[src/rtl/ps2_mouse_tracker_if.sv]
// Byte stream from the PS/2 receiver into the mouse tracker.
// The receiver drives a byte and a one-cycle strobe; there is no backpressure.
interface ps2_mouse_tracker_if;
    logic [7:0] iData;
    logic       iDataEn;

    modport master (output iData, output iDataEn);
    modport slave  (input  iData, input  iDataEn);
endinterface

[src/rtl/ps2_mouse_tracker.sv]
// Assembles 3-byte PS/2 mouse packets into a screen-clamped cursor and button levels.
// Optional `define MOUSE_ACCEL_EN doubles any delta of magnitude 8 or more.
//
// state | meaning
// B0    | await header byte (sync bit [3] must be set)
// B1    | await X delta byte
// B2    | await Y delta byte
// UPD   | apply packet to position/buttons; a strobe here is taken as a header
module ps2_mouse_tracker #(
    parameter int X_MAX          = 319,
    parameter int Y_MAX          = 239,
    parameter int X_INIT         = 160,
    parameter int Y_INIT         = 120,
    parameter int TIMEOUT_CYCLES = 1000000
) (
    input  logic                 clk,
    input  logic                 iResetn,
    ps2_mouse_tracker_if.slave   bus,
    output logic [8:0]           oMouseX,
    output logic [7:0]           oMouseY,
    output logic                 oLeftBtn,
    output logic                 oRightBtn,
    output logic                 oPacketValid,
    output logic                 oSyncErr
);

    localparam int CW = (TIMEOUT_CYCLES > 2) ? $clog2(TIMEOUT_CYCLES) : 1;
    localparam logic [CW-1:0]     TO_LAST = CW'(TIMEOUT_CYCLES - 1);
    localparam logic signed [10:0] X_MAX_S = 11'(X_MAX);
    localparam logic signed [10:0] Y_MAX_S = 11'(Y_MAX);

    typedef enum logic [1:0] {B0, B1, B2, UPD} state_t;

    state_t        state, stateNext;
    logic [5:0]    hdr, hdrNext;       // {ovfY, ovfX, signY, signX, right, left}
    logic [7:0]    dxByte, dxByteNext;
    logic [7:0]    dyByte, dyByteNext;
    logic [CW-1:0] toCnt, toCntNext;
    logic          syncErrNext;
    logic          timeout;

    logic signed [10:0] dxRaw, dyRaw, dxEff, dyEff, sumX, sumY;
    logic [8:0]         clampX;
    logic [7:0]         clampY;

    assign timeout = (toCnt == TO_LAST);

    always_ff @(posedge clk or negedge iResetn) begin
        if (!iResetn) begin
            state    <= B0;
            hdr      <= '0;
            dxByte   <= '0;
            dyByte   <= '0;
            toCnt    <= '0;
            oSyncErr <= 1'b0;
        end else begin
            state    <= stateNext;
            hdr      <= hdrNext;
            dxByte   <= dxByteNext;
            dyByte   <= dyByteNext;
            toCnt    <= toCntNext;
            oSyncErr <= syncErrNext;
        end
    end

    always_comb begin
        stateNext   = state;
        hdrNext     = hdr;
        dxByteNext  = dxByte;
        dyByteNext  = dyByte;
        toCntNext   = '0;
        syncErrNext = 1'b0;
        case (state)
            B0, UPD: begin
                stateNext = B0;
                if (bus.iDataEn) begin
                    if (bus.iData[3]) begin
                        hdrNext   = {bus.iData[7:4], bus.iData[1:0]};
                        stateNext = B1;
                    end else begin
                        syncErrNext = 1'b1;
                    end
                end
            end
            B1: begin
                if (bus.iDataEn) begin
                    dxByteNext = bus.iData;
                    stateNext  = B2;
                end else if (timeout) begin
                    syncErrNext = 1'b1;
                    stateNext   = B0;
                end else begin
                    toCntNext = toCnt + CW'(1);
                end
            end
            B2: begin
                if (bus.iDataEn) begin
                    dyByteNext = bus.iData;
                    stateNext  = UPD;
                end else if (timeout) begin
                    syncErrNext = 1'b1;
                    stateNext   = B0;
                end else begin
                    toCntNext = toCnt + CW'(1);
                end
            end
            default: stateNext = B0;
        endcase
    end

    // An overflowed axis contributes nothing for this packet.
    assign dxRaw = hdr[4] ? 11'sd0 : $signed({{2{hdr[2]}}, hdr[2], dxByte});
    assign dyRaw = hdr[5] ? 11'sd0 : $signed({{2{hdr[3]}}, hdr[3], dyByte});

`ifdef MOUSE_ACCEL_EN
    assign dxEff = ((dxRaw >= 11'sd8) || (dxRaw <= -11'sd8)) ? (dxRaw <<< 1) : dxRaw;
    assign dyEff = ((dyRaw >= 11'sd8) || (dyRaw <= -11'sd8)) ? (dyRaw <<< 1) : dyRaw;
`else
    assign dxEff = dxRaw;
    assign dyEff = dyRaw;
`endif

    // PS/2 Y is up-positive while screen Y grows downward.
    assign sumX = $signed({2'b00, oMouseX}) + dxEff;
    assign sumY = $signed({3'b000, oMouseY}) - dyEff;

    assign clampX = (sumX < 11'sd0)   ? 9'd0 :
                    (sumX > X_MAX_S)  ? 9'(X_MAX) : sumX[8:0];
    assign clampY = (sumY < 11'sd0)   ? 8'd0 :
                    (sumY > Y_MAX_S)  ? 8'(Y_MAX) : sumY[7:0];

    always_ff @(posedge clk or negedge iResetn) begin
        if (!iResetn) begin
            oMouseX      <= 9'(X_INIT);
            oMouseY      <= 8'(Y_INIT);
            oLeftBtn     <= 1'b0;
            oRightBtn    <= 1'b0;
            oPacketValid <= 1'b0;
        end else begin
            oPacketValid <= (state == UPD);
            if (state == UPD) begin
                oMouseX   <= clampX;
                oMouseY   <= clampY;
                oLeftBtn  <= hdr[0];
                oRightBtn <= hdr[1];
            end
        end
    end

endmodule
[src/flat_wrapper.sv]
// flat-port wrapper written by rule: the top's interface ports become plain ports
module ps2_mouse_tracker_flat 
#(
    parameter int X_MAX          = 319,
    parameter int Y_MAX          = 239,
    parameter int X_INIT         = 160,
    parameter int Y_INIT         = 120,
    parameter int TIMEOUT_CYCLES = 1000000
)
  (clk, iResetn, oMouseX, oMouseY, oLeftBtn, oRightBtn, oPacketValid, oSyncErr, bus_iData, bus_iDataEn);
  ps2_mouse_tracker_if bus_i ();
  input  logic clk;
  input  logic iResetn;
  output logic [8:0] oMouseX;
  output logic [7:0] oMouseY;
  output logic oLeftBtn;
  output logic oRightBtn;
  output logic oPacketValid;
  output logic oSyncErr;
  input wire logic [$bits(bus_i.iData)-1:0] bus_iData;
  input wire logic [$bits(bus_i.iDataEn)-1:0] bus_iDataEn;
  assign bus_i.iData = bus_iData;
  assign bus_i.iDataEn = bus_iDataEn;
  ps2_mouse_tracker #(.X_MAX(X_MAX), .Y_MAX(Y_MAX), .X_INIT(X_INIT), .Y_INIT(Y_INIT), .TIMEOUT_CYCLES(TIMEOUT_CYCLES)) u_core (.clk(clk), .iResetn(iResetn), .bus(bus_i), .oMouseX(oMouseX), .oMouseY(oMouseY), .oLeftBtn(oLeftBtn), .oRightBtn(oRightBtn), .oPacketValid(oPacketValid), .oSyncErr(oSyncErr));
endmodule
[config.mk]
export PLATFORM = sky130hd
export DESIGN_NAME = ps2_mouse_tracker_flat
export DESIGN_NICKNAME = d
export VERILOG_FILES = /design/src/rtl/ps2_mouse_tracker_if.sv /design/src/rtl/ps2_mouse_tracker.sv /design/src/flat_wrapper.sv
export SDC_FILE = /design/constraint.sdc
export NUM_CORES = 1
export LEC_CHECK = 0
export CORE_MARGIN = 5
export CORE_UTILIZATION = 35
export CTS_CLUSTER_DIAMETER = 40
export DETAILED_ROUTE_END_ITERATION = 12
export PLACE_DENSITY = 0.52
export SETUP_SLACK_MARGIN = 0.2
export SYNTH_ARGS = -nofsm -noshare
export SYNTH_HDL_FRONTEND = slang
export SYNTH_SLANG_ARGS = --single-unit
[constraint.sdc]
create_clock -name clk -period 5.4 [get_ports clk]
set_clock_uncertainty 0.1 [all_clocks]
set_input_delay 1.08 -clock clk [delete_from_list [all_inputs] [get_ports clk]]
set_output_delay 1.08 -clock clk [all_outputs]
set_load 0.1 [all_outputs]
== Word-level counts from Yosys, hierarchy flattened ==
Index checks and enable logic that the tools add are counted.

* Divide/modulo/power cells: 0
* Bitwise logic cells: 0
* Add/subtract/negate cells: 3
* Magnitude comparators: 4
* Mux-type cells: 20
* Reduce and logical (&&, ||, !) cells: 6
* Shifts and indexed selects: 0
* Multipliers: 0
* Equal/unequal tests: 4

{| class="wikitable"
|+ Operators with widths
! kind !! number
|-
| two-way mux 20 bit || 3
|-
| < comparator 11 x 1 -> 1 bit (second input constant) || 2
|-
| two-way mux 11 bit || 2
|-
| adder 20 x 1 -> 20 bit (second input constant) || 1
|-
| equality test 20 bit (second input constant) || 1
|-
| two-way mux 9 bit || 2
|-
| two-way mux 8 bit || 2
|-
| adder 10 x 11 -> 11 bit || 1
|-
| > comparator 11 x 10 -> 1 bit (second input constant) || 1
|-
| > comparator 11 x 9 -> 1 bit (second input constant) || 1
|-
| subtractor 9 x 11 -> 11 bit || 1
|-
| two-way mux 2 bit || 4
|-
| case mux 2 bit (3 select lines) || 1
|-
| two-way mux 1 bit || 5
|-
| equality test 2 bit (second input constant) || 2
|-
| AND reduction 2 bit || 2
|-
| OR reduction 2 bit || 2
|-
| AND reduction 3 bit || 1
|-
| equality test 2 x 1 -> 1 bit (second input constant) || 1
|-
| zero test 2 bit || 1
|-
| case mux 1 bit (2 select lines) || 1
|}

* Memories kept: 0
* RAM bits: 0
* Output and inout port bits: 21
* Logic and storage cells: 48
* Bits in registers: 65
* Bits of input ports: 11
* Latch bits: 0
* ROM bits: 0

== Depth between registers and ports, before layout ==
Gate-level depths: netlist of the first run.

* Depth after elaboration: 5
* Depth in mapped cells: 9
* Gate-level depth less buffers: 9

== Least setup slack after synthesis of the first run ==
OpenSTA, ideal clock, no wires.

* Path type: flip-flop to flip-flop
* Start point: reg u_core.oMouseX[0]
* End point: reg u_core.oMouseX[1]
* Period minus slack after synthesis: 2.989 ns
* Setup time: 0.126 ns
* Arrival time: 2.762 ns
* Required time: 5.174 ns
* Path buffers: 0
* Cell stages (with the launch flop): 8
* Setup slack: 2.411 ns
* Cells stage by stage: dfrtp_1 ha_1 fa_1 a211oi_2 o21a_1 o31a_1 mux2_4 a221o_1

* Longest elaborated chain between the ends: 4
* Elaborated cells on any way between the ends: 5
* Classes of those cells: add/sub: 1; order compare: 2; mux: 2

{| class="wikitable"
|+ RTL lines
! element !! line !! RTL
|-
| start: declaration || ps2_mouse_tracker.sv:19 || <nowiki>output logic [8:0] oMouseX,</nowiki>
|-
| start signal: assignment || ps2_mouse_tracker.sv:134 || <nowiki>oMouseX <= 9'(X_INIT);</nowiki>
|-
| start signal: assignment || ps2_mouse_tracker.sv:142 || <nowiki>oMouseX <= clampX;</nowiki>
|-
| adder 10 x 11 -> 11 bit (*) || ps2_mouse_tracker.sv:124 || <nowiki>assign sumX = $signed({2'b00, oMouseX}) + dxEff;</nowiki>
|-
| > comparator 11 x 10 -> 1 bit || ps2_mouse_tracker.sv:128 || <nowiki>(sumX > X_MAX_S) ? 9'(X_MAX) : sumX[8:0];</nowiki>
|-
| two-way mux 9 bit || ps2_mouse_tracker.sv:128 ||
|-
| two-way mux 9 bit (*) || ps2_mouse_tracker.sv:127 || <nowiki>assign clampX = (sumX < 11'sd0) ? 9'd0 :</nowiki>
|}

Mark *: on every way between the ends. The rest lies on a longest branch, timed or not.
A chain may end at the register's enable or synchronous reset.

== Final worst setup path of the first run ==
* Start point: reg u_core.oMouseY[3]
* End point: out oMouseY[3]

{| class="wikitable"
|+ RTL lines
! element !! line !! RTL
|-
| start: declaration || ps2_mouse_tracker.sv:20 || <nowiki>output logic [7:0] oMouseY,</nowiki>
|-
| start signal: assignment || ps2_mouse_tracker.sv:135 || <nowiki>oMouseY <= 8'(Y_INIT);</nowiki>
|-
| start signal: assignment || ps2_mouse_tracker.sv:143 || <nowiki>oMouseY <= clampY;</nowiki>
|-
| end: declaration || flat_wrapper.sv:15 || <nowiki>output logic [7:0] oMouseY;</nowiki>
|}

No word-level cell between the ends.

==> results.ini, run 1 <==
[run_status]
status = finished clean

[critical_path]
cp-start-kind = flop
crit_type = reg -> out
worstPathCellList = clkdlybuf4s50_1
path_max_fanout = 4
critPathCaptureType = output pin
cp.arrival_ps = 2030
cp_slowest_stage_delay_ps = 1130
crit_family = buffers and inverters
crit_buf_inv = 1
required_ps = 4220
crit_slowest_cell = clkdlybuf4s50_1

[layout]
multiInputGateArea_mm2 = 0.002085
diodes = 0
final_common_cell = dfrtp_1
layout-drive-gt1-share_pct = 14.29
fin_nets = 438
final_area_mm2 = 0.004437
area_growth_pct = 17.07
area.sequential_mm2 = 0.001634
fill_cells = 1092
final_cell_mix = 59 x dfrtp_1, 39 x nor2_1, 30 x clkdlybuf4s50_1

[sta]
tns_ps = 0
setup_viol = 0
max_slew_margin_pct = 32.67
slew_viol_final = 0
rsz0062_at_grt = no
hold_viol_final = 0
whs_ps = 359.4
period_share_pct = 59.43
tightest_slew_ps = 1010
min_period_ps = 3209
fmax_mhz = 311.6

[routing]
dr.pass1.iters = 4
final_antenna_net_count = 0
via_per_inst = 5.163
routed_wl_um = 8259
wl_per_cell_um = 15.13
drc = 0
via_count = 2819
drtIter0Drc = 125

[synth]
netlist_instances = 365
async_flop_share_pct = 100.0
synth_top_area_share_pct = 38.96
netlist_area_mm2 = 0.003790
ys_ff_latch = 65
avgSynthCellArea_um2 = 10.38
synth.distinct_cells = 58
synth_seq_area_share_pct = 43.12
synth_area_leader_cell = dfrtp_1
synth_fp_nets = 401
yosysWarnings = 0
synth_edf_count = 0
yosys-top-cells-area = dfrtp_1 39%, ha_1 7.6%, mux2_2 7.1%, dfstp_2 4.2%, nor2_1 3.9%
synth_ff_type = dfrtp_1

[grt]
grt_pass1_vias = 2819
grt_util_all_layers_pct = 13.62
grt_max_degree = 44
grt_first_pass_wirelength_um = 13920
grt_overflow_total = 0
antenna_found_initial = 0

[worst_hold_path]
hp-class = reg -> reg

[die]
core-area_mm2 = 0.01075
die_y_um = 114.1
start_util_pct = 35.27
num_rows = 38
die_area_mm2 = 0.01301
io_pins = 32
die_x_um = 114.1

[clock_tree]
post_cts_buffers = 0
path_clk_slew_ps = 70
cts_buffers = 9
clock_latency_ps = 330
h-tree-depth = 3
cts-root-buf = clkbuf_8
ctsResizeCount = 0
clk_path_buf_depth = 2
cts_hold_buf = 0
clock-sinks = 65
cts_tree = built

[place]
placed_area_mm2 = 0.004255
hpwl_um = 6040
port_buffers = 31
place_congestion = 0.8508

[power_and_ir_drop]
p_per_area_mw_per_mm2 = 435.1
power.total_mw = 1.931
vdd_drop_max_mv = 0.2729
p_leak_nw = 1.870

[job]
max-cap-violations = 0

sequential cells by signal, summed over array words and instances (netlist names):
| name | flops |
|---|---|
| u_core.oRightBtn | 1 |
| u_core.dyByte | 8 |
| u_core.oPacketValid | 1 |
| u_core.hdr | 6 |
| u_core.dxByte | 8 |
| u_core.oMouseX | 9 |
| u_core.toCnt | 20 |
| u_core.oMouseY | 8 |
| u_core.oLeftBtn | 1 |
| u_core.state | 2 |
| u_core.oSyncErr | 1 |
report_power, final:
part	internal, mW	switching [mW]
logic	0.324	0.596
registers	0.569	0.0564
clock network	0.201	0.183
total	1.09	0.836
routing by layer:
metal  GRT usage (%)  up-vias  routed length (µm)  part of all wire (%)
met1           17.75     1373                3848                    47
met2           22.09       55                3996                    48
li1                -     1385                   -                     -
met4           3.642        0                  76                  0.92
met5               0        -                   0                     0
met3           4.123        6                 338                   4.1
metrics by stage:
| stage | std cells | utilization, % | setup WS [ps] |
|---|---|---|---|
| final | 546 | 41.29 | 2191 |
| after global routing | 546 | 41.29 | 2122 |
| after CTS | 546 | 41.29 | 2164 |
| after detailed placement | 531 | 39.60 | 2550 |
| after global placement | 531 | 39.60 | 2555 |
| after floorplan | 365 | - | 2411 |
final timing paths:
kind                       slack (ps)                          start  depth (start not counted)                             to
setup / recovery                 2190  u_core.oMouseY[3]$_DFFE_PN1P_                          1                     oMouseY[3]
hold / removal                    360      u_core.toCnt[0]$_DFF_PN0_                          1      u_core.toCnt[0]$_DFF_PN0_
setup reg to reg                 2570      u_core.hdr[4]$_DFFE_PN0P_                          9  u_core.oMouseX[2]$_DFFE_PN0P_
hold reg to reg                   360      u_core.toCnt[0]$_DFF_PN0_                          1      u_core.toCnt[0]$_DFF_PN0_
max in group asynchronous        3500                        iResetn                          2   u_core.dxByte[5]$_DFFE_PN0P_
min in group asynchronous         810                        iResetn                          1  u_core.oMouseX[8]$_DFFE_PN0P_
synthesized netlist by cell type (4+ instances only):
master     n
mux2_2    24
xor2_1    14
dfstp_2    6
ha_1      23
nand2_1   20
nor2b_1   13
nor3_1     6
nand3_1    8
a221o_1    6
clkbuf_1   6
nor2_1    39
o21ai_0   12
inv_1     13
nand3b_1   4
and2_1     4
a21o_1     4
nand2b_1  13
dfrtp_1   59
xnor2_1   13
a21oi_1   17
cells by family (layout without fill, tap and decap cells):
logic type,Yosys count,in the layout,synth area share (%)
xor gates and xnor gates,27,27,6.240
buffers and inverters,19,60,1.882
DFF,65,65,43.12
AOI/OAI and AO/OA,74,74,14.56
and+or+nand+nor,129,129,17.66
adders and majority gates,25,25,8.650
muxes,26,26,7.890
area by class of cell:
type,instances,area share [%]
clock buffer,13,3.807
clock inverter,2,0.2820
inverter,13,1.100
multi-input combinational,281,46.98
sequential,65,36.83
tap,140,3.948
timing repair buffer,32,7.050
Note: power is estimated with default switching activity, not from simulation.
==> run 2: changes to the inputs <==
- clock period: 5.4 -> 3.1 ns (I/O delays scaled with it)
==> run 2 against run 1 <==
Critical path depth up 8. Design area down 1.3%. Via count down 0.67%. Worst hold slack worse by 240 ps. Die area unchanged. Sequential cell count unchanged.
==> results.ini, run 2 (synthesis gave the netlist of run 1 again) <==
[clock_tree]
path_clk_slew_ps = 70  ; about the same
h-tree-depth = 3  ; unchanged
cts_tree = built
clock_latency_ps = 330  ; about the same
cts-root-buf = clkbuf_8
cts_buffers = 9  ; unchanged
post_cts_buffers = 0  ; unchanged
clk_path_buf_depth = 2  ; unchanged
clock-sinks = 65  ; unchanged
cts_hold_buf = 0  ; unchanged

[die]
die_area_mm2 = 0.01301  ; unchanged
num_rows = 38  ; unchanged
die_y_um = 114.1  ; unchanged
start_util_pct = 35.27  ; unchanged
core-area_mm2 = 0.01075  ; unchanged
io_pins = 32  ; unchanged
die_x_um = 114.1  ; unchanged

[critical_path]
cp.arrival_ps = 2860  ; +830 ps
crit_type = reg -> reg
r2r_cells = 9  ; unchanged
critical_path.reg2reg.startpoint = u_core.hdr[4]$_DFFE_PN0P_
crit_slowest_cell = dfrtp_2
path_max_fanout = 10  ; +6
cp-start-kind = flop
startpoint = u_core.hdr[4]$_DFFE_PN0P_
cp_slowest_stage_delay_ps = 440  ; -690 ps
critPathCaptureType = flop
worstPathCellList = nor2b_1 -> ha_1 -> fa_1 -> a211oi_2 -> or3b_1 -> o311ai_1 -> o311ai_2 -> a31oi_4 -> a221o_1
required_ps = 3220  ; -1000 ps

[layout]
layout-drive-gt1-share_pct = 19.76  ; +5.5 points
diodes = 0  ; unchanged
reg_top3 = u_core.toCnt x20, u_core.oMouseX x9
final_cell_mix = 56 x dfrtp_1, 39 x nor2_1, 25 x buf_4
final_common_cell = dfrtp_1
final_area_mm2 = 0.004380  ; -1.3%
area_growth_pct = 15.58
finalNonFillerCells = 550  ; +0.73%
fin_nets = 441  ; +0.68%
top_register = u_core.toCnt
largest_reg_flops = 20  ; unchanged

[sta]
tns_ps = 0  ; unchanged
hold_viol_final = 0  ; unchanged
whs_ps = 115.9  ; -243.6 ps
rsz0062_at_grt = no
timing.final.ws_setup_ps = 356.8  ; -1834 ps
setup_viol = 0  ; unchanged
fmax_mhz = 364.5
tightest_slew_ps = 779.7  ; -230.2 ps
max_slew_margin_pct = 48.02  ; +15 points
period_share_pct = 88.49
min_period_ps = 2743
slew_viol_final = 0  ; unchanged

[power_and_ir_drop]
vdd_drop_max_mv = 0.3843  ; +41%
p_leak_nw = 1.903  ; +1.8%
p_per_area_mw_per_mm2 = 753.2  ; +73%

[grt]
grt_max_degree = 27  ; -39%
grt_pass1_vias = 2813  ; -0.21%
grt_overflow_total = 0  ; unchanged
grt_first_pass_wirelength_um = 13960  ; +0.24%
antenna_found_initial = 0  ; unchanged
grt_util_all_layers_pct = 13.32  ; -0.30 points

[routing]
wl_per_cell_um = 14.92  ; -1.4%
via_per_inst = 5.091  ; -1.4%
dr.pass1.iters = 4  ; unchanged
final_antenna_net_count = 0  ; unchanged
drc = 0  ; unchanged
via_count = 2800  ; -0.67%
drtIter0Drc = 121  ; -3.2%
routed_wl_um = 8206  ; -0.64%

[worst_hold_path]
hp-class = in -> async

[run_status]
status = finished clean

[place]
hpwl_um = 6285  ; +4.0%
placed_area_mm2 = 0.004228  ; -0.65%
dp.cells = 534  ; +0.56%
port_buffers = 31  ; unchanged
dpl_worst_slack_ps = 292.6  ; -2257 ps
place_congestion = 0.8485  ; -0.27%

[job]
max-cap-violations = 0  ; unchanged

-- run 2: cell count changes in the layout (fill, tap and decap cells not counted) --
| cell | before | now |
|---|---|---|
| clkbuf_1 | 1 | 6 |
| clkdlybuf4s50_1 | 30 | 9 |
| dfrtp_2 | 0 | 3 |
| clkbuf_8 | 12 | 9 |
| dfrtp_1 | 59 | 56 |
| buf_4 | 1 | 25 |
| clkinvlp_4 | 1 | 0 |
-- run 2: critical path, delay by kind of cell (launching register included) --
family / cells / cell delay [ps]
adder cells (fa/ha/maj): 2 / 640
flip-flops: 1 / 440
AO/OA/AOI/OAI: 5 / 1230
AND/OR/NAND/NOR: 2 / 230
-- run 2: worst paths after layout --
check / end / slack [ps]
setup / recovery: u_core.oMouseX[1]$_DFFE_PN0P_ / 360
hold / removal: u_core.oMouseX[4]$_DFFE_PN0P_ / 120
setup reg to reg: u_core.oMouseX[1]$_DFFE_PN0P_ / 360
hold reg to reg: u_core.toCnt[0]$_DFF_PN0_ / 350
max in group asynchronous: u_core.dyByte[0]$_DFFE_PN0P_ / 2080
min in group clk: u_core.toCnt[0]$_DFF_PN0_ / 350
-- run 2: per-stage QoR --
stage | total power [mW] | utilization, %
floorplan | 2.349 | -
detailed placement | 2.716 | 39.35
global placement | 2.713 | 39.35
finish | 3.299 | 40.77
global route | 3.526 | 40.77
CTS | 3.329 | 40.75
-- run 2: report_power, final --
part / total [mW] / internal, mW / switching [mW]
sequential: 1.10 / 0.993 / 0.110
combinational: 1.60 / 0.562 / 1.04
clock: 0.596 / 0.292 / 0.304
total: 3.30 / 1.85 / 1.45
-- run 2: final cells by class --
class,instances,area (µm²)
sequential,65,1638
timing repair buffer,35,282.8
multi-input combinational,281,2085
tap,140,175.2
fill,1095,6365
clock buffer,15,146.4
clock inverter,1,5.005
inverter,13,48.80
-- run 2: timing repair --
action,CTS,global route
endpoints found under the hold margin,0,0
gates resized for setup,0,1
setup endpoints to repair,0,6
-- run 2: per-layer routing --
metal,track usage (%),share of wire (%)
met1,18.28,47
met2,21.16,46
met4,2.771,0.67
met3,3.700,5.7
met5,0,0
